`src/rtl/nanorv32_gpio_bridge.sv`:
```
// CPU peripheral port to GPIO slave bridge: registers one request, strobes the slave
// until it signals ready (or the bounded wait expires) and returns a one-cycle response.
module nanorv32_gpio_bridge #(
    parameter int unsigned ADDR_W  = 12,
    parameter int unsigned TIMEOUT = 16,
    parameter int unsigned CNT_W   = 5
) (
    input  logic              clk,
    input  logic              rst_n,
    input  logic              cpu_periph_req,
    input  logic [ADDR_W-1:0] cpu_periph_addr,
    input  logic [3:0]        cpu_periph_bytesel,
    input  logic [31:0]       cpu_periph_din,
    output logic [31:0]       periph_cpu_dout,
    output logic              periph_cpu_ready,
    output logic              periph_cpu_err,
    output logic [ADDR_W-1:0] bus_gpio_addr,
    output logic [3:0]        bus_gpio_bytesel,
    output logic [31:0]       bus_gpio_din,
    output logic              bus_gpio_en,
    input  logic [31:0]       gpio_bus_dout,
    input  logic              gpio_bus_ready_nxt
);

    typedef enum logic [1:0] {StIdle, StAccess, StResp} state_e;

    localparam logic [CNT_W-1:0] CntLast = CNT_W'((TIMEOUT == 0) ? 0 : TIMEOUT - 1);

    state_e            state_q, state_d;
    logic [ADDR_W-1:0] addr_q, addr_d;
    logic [3:0]        bytesel_q, bytesel_d;
    logic [31:0]       din_q, din_d;
    logic [CNT_W-1:0]  cnt_q, cnt_d;
    logic              err_q, err_d;

    // rst_n is active-high despite its name.
    always_ff @(posedge clk or posedge rst_n) begin
        if (rst_n) begin
            state_q   <= StIdle;
            addr_q    <= '0;
            bytesel_q <= '0;
            din_q     <= '0;
            cnt_q     <= '0;
            err_q     <= 1'b0;
        end else begin
            state_q   <= state_d;
            addr_q    <= addr_d;
            bytesel_q <= bytesel_d;
            din_q     <= din_d;
            cnt_q     <= cnt_d;
            err_q     <= err_d;
        end
    end

    always_comb begin
        state_d   = state_q;
        addr_d    = addr_q;
        bytesel_d = bytesel_q;
        din_d     = din_q;
        cnt_d     = cnt_q;
        err_d     = err_q;
        unique case (state_q)
            StIdle: begin
                if (cpu_periph_req) begin
                    addr_d    = cpu_periph_addr;
                    bytesel_d = cpu_periph_bytesel;
                    din_d     = cpu_periph_din;
                    cnt_d     = '0;
                    err_d     = 1'b0;
                    state_d   = StAccess;
                end
            end
            StAccess: begin
                // A slave answer in the final allowed cycle still beats the timeout.
                if (gpio_bus_ready_nxt) begin
                    err_d   = 1'b0;
                    state_d = StResp;
                end else if ((TIMEOUT != 0) && (cnt_q == CntLast)) begin
                    err_d   = 1'b1;
                    state_d = StResp;
                end else begin
                    cnt_d = cnt_q + 1'b1;
                end
            end
            StResp: begin
                state_d = StIdle;
            end
            default: begin
                state_d = StIdle;
            end
        endcase
    end

    assign bus_gpio_en      = (state_q == StAccess);
    assign bus_gpio_addr    = addr_q;
    assign bus_gpio_bytesel = bytesel_q;
    assign bus_gpio_din     = din_q;
    assign periph_cpu_ready = (state_q == StResp);
    assign periph_cpu_err   = periph_cpu_ready & err_q;
    assign periph_cpu_dout  = (periph_cpu_ready && (bytesel_q == 4'b0000) && !err_q)
                              ? gpio_bus_dout : 32'h0;

endmodule

```
`config.mk`:
```
export PLATFORM = sky130hd
export DESIGN_NAME = nanorv32_gpio_bridge
export DESIGN_NICKNAME = d
export VERILOG_FILES = /design/src/rtl/nanorv32_gpio_bridge.sv
export SDC_FILE = /design/constraint.sdc
export NUM_CORES = 1
export LEC_CHECK = 0
export BUFFER_PORTS_ARGS = -buffer_cell sky130_fd_sc_hd__buf_4
export CAP_MARGIN = 20
export CORE_ASPECT_RATIO = 1.2
export CORE_MARGIN = 5
export CORE_UTILIZATION = 40
export DETAILED_ROUTE_END_ITERATION = 8
export PLACE_DENSITY = 0.82
export SLEW_MARGIN = 20
export SYNTH_ARGS = -nofsm -noshare
export SYNTH_HDL_FRONTEND = slang
export SYNTH_SLANG_ARGS = --single-unit
```
`constraint.sdc`:
```
create_clock -name clk -period 5 [get_ports clk]
set_input_delay 1 -clock clk [delete_from_list [all_inputs] [get_ports clk]]
set_output_delay 1 -clock clk [all_outputs]
set_load 0.1 [all_outputs]
```
==> summary.md <==
| Metric | Value |
|---|---|
| Status | `complete, no violations` |
| Detailed router's first-iteration violation count | `86` |
| Share of cells above drive strength 1 | `0.4127` |
| Max-cap violation count | `0` |
| # DRC | `0` |
| Fmax | `0.3083 GHz` |
| Seq cells post-synth | `56` |
| Max-slew headroom | `0.4856` |
| Worst skew pair latency | `310 ps` |
| Final RePlAce weighted congestion | `0.7010` |
| Tightest Hold Check Type | `reg -> reg` |
| Area contributors post-synth | `dfrtp_1 (56%), nand2_1 (22%), and2_1 (8.3%)` |
| Final worst-path cycle share | `0.6487` |
| Critical path launch point type | `flip-flop` |
| Filler cell count | `519` |
| Vias per cell | `4.465` |
| Clk sink count | `56` |
| Final Critical Period | `3244 ps` |
| Yosys warnings | `0` |
| Setup CP Type | `reg -> out` |
| Syn_nets | `365` |
| Clock-pin slew of the registers on the worst-case setup and hold paths | `100 ps` |
| Clk_skew | `10.39 ps` |
| Commonest non-fill, non-tap cell in the layout | `buf_4` |
| CP arrival | `2240 ps` |
| Mean post-synth cell area | `8.902 sq um` |
| Starting Density | `0.4105` |
| RSZ-0062 raised after global routing | `no` |
| Final nets | `526` |
| Setup Fix Bufs, Post-CTS | `0` |
| TritonCTS buffer count | `5` |
| Cell area after synthesis | `2484 sq um` |
| Max FO, Critical Path | `32` |
| Die height | `96.32 microns` |
| Drt total wl | `7405 microns` |
| Final Hold Vio Count | `0` |
| Final setup fails | `0` |
| Top-area cell type share of the netlist area | `0.5642` |
| Largest area contributor in the netlist | `dfrtp_1` |
| Fin. max-slew vios | `0` |
| # resized after CTS | `0` |
| Die width | `81.93 microns` |
| Ant diodes | `0` |
| Num rows | `31` |
| Synthesis-to-finish area growth | `54.86%` |
| Clock root cell | `clkbuf_8` |
| Max Root-Sink Buffers | `2` |
| First-pass GRT wire length | `10900 microns` |
| Pre-antenna DRT Iters | `4` |
| Cell variety after synth | `27` |
| Routed via count | `2335` |
| DR WL/cell | `14.16 microns` |
| Die Footprint | `7892 sq um` |
| Antenna Nets Post-Route | `0` |
| Top Ports | `167` |
| H-Tree Depth | `2` |
| Setup TNS | `0 ps` |
| CTS tree | `built` |
| Vias in the first global route | `2298` |
| Initial antenna violation count | `0` |
| Worst-Margin Slew | `771.6 ps` |
| Cell count after synthesis | `279` |
| Seq/Total Area, Yosys | `0.5642` |
| Crit path required time | `4000 ps` |
| Critical Path End Type | `output port` |
| Hold Buf Count CTS | `0` |
| Post-DP HPWL | `5727 microns` |
| I/O Buffers | `166` |
| Most frequent cells in the layout | `buf_4 (168), nand2_1 (148), dfrtp_1 (56), and2_1 (33), clkbuf_8 (5)` |
| Total track usage | `0.1797` |
| Core ar. | `6051 sq um` |
| Total gr overflow | `0` |
| Largest net degree at the start of global routing | `57` |
==> cell type report <==
cell class	count	area, sq um	share of cell area
Clock inverter	3	27.53	0.007157
Sequential cell	56	1401	0.3643
Clock buffer	5	68.82	0.01789
Tap cell	82	102.6	0.02668
Timing Repair Buffer	168	1261	0.3279
Multi-Input combinational cell	206	973.4	0.2531
Inverter	3	11.26	0.002928
==> worst max-delay path, cell delays in order (launching register included) <==
cell	delay, ps
dfrtp_1	460
and2b_1	250
and3_1	670
and2_1	250
buf_4	300
==> cell usage after synthesis <==
cell      count
nand3_2       2
mux2i_1       3
dfrtp_1      56
nor2b_1       1
nor3b_2       1
and2_1       33
nor2_1        2
nand2b_1      1
buf_2         1
or3b_1        1
nand2_1     148
nand4_1       1
nor3_1        1
ha_1          2
a22oi_1       1
buf_4         3
a21oi_1       1
nor4b_2       1
o21a_1        1
o21ai_1       2
or4b_1        1
and2b_1       1
clkbuf_2      3
clkbuf_1      2
and3_1        2
inv_1         3
buf_6         5
==> per-layer routing <==
metal  vias up  track usage  part of all wire
li1       1168            -                 -
met1      1060       0.2034              0.36
met2       103       0.3309              0.52
met3         4      0.05337              0.11
met4         0      0.03601            0.0053
met5         -            0                 0
==> metrics by stage <==
step | cells | worst slack (ps) | instance area, sq um | hold slack [ps] | utilization
6_report | 523 | 1756 | 3846 | 484.0 | 0.6356
5_1_grt | 523 | 1596 | 3846 | 502.1 | 0.6356
4_1_cts | 523 | 1741 | 3844 | 489.8 | 0.6352
3_5_place_dp | 515 | 2085 | 3747 | 463.4 | 0.6193
3_3_place_gp | 515 | 2167 | 3747 | 456.5 | 0.6193
2_1_floorplan | 279 | 1535 | 2484 | 437.2 | -
==> worst paths after layout <==
| kind | start | end | slack [ps] | depth (start not counted) |
|---|---|---|---|---|
| min | cnt_q[3] | cnt_q[3] | 480 | 1 |
| min reg2reg | cnt_q[3] | cnt_q[3] | 480 | 1 |
| max reg2reg | cnt_q[0] | cnt_q[1] | 3090 | 6 |
| max | state_q[0] | periph_cpu_dout[15] | 1760 | 4 |
| max in group asynchronous | rst_n | cnt_q[3] | 3670 | 3 |
| min in group asynchronous | rst_n | bus_gpio_din[31] | 880 | 3 |
==> registers in the layout (all words and copies together), names as in the netlist <==
signal            cells
bus_gpio_bytesel      4
err_q                 1
bus_gpio_din         32
cnt_q                 5
state_q               2
bus_gpio_addr        12
==> logic make-up after synthesis <==
kind of cell / share of synthesized area
compound gates: 0.01209
fa+ha+maj: 0.01007
buf+inv: 0.04735
flops: 0.5642
mux: 0.01209
simple gates: 0.3542
Power is left out: the tool's default activity adds up to more than one toggle a clock period on the data nets, which glitch-free logic cannot reach.
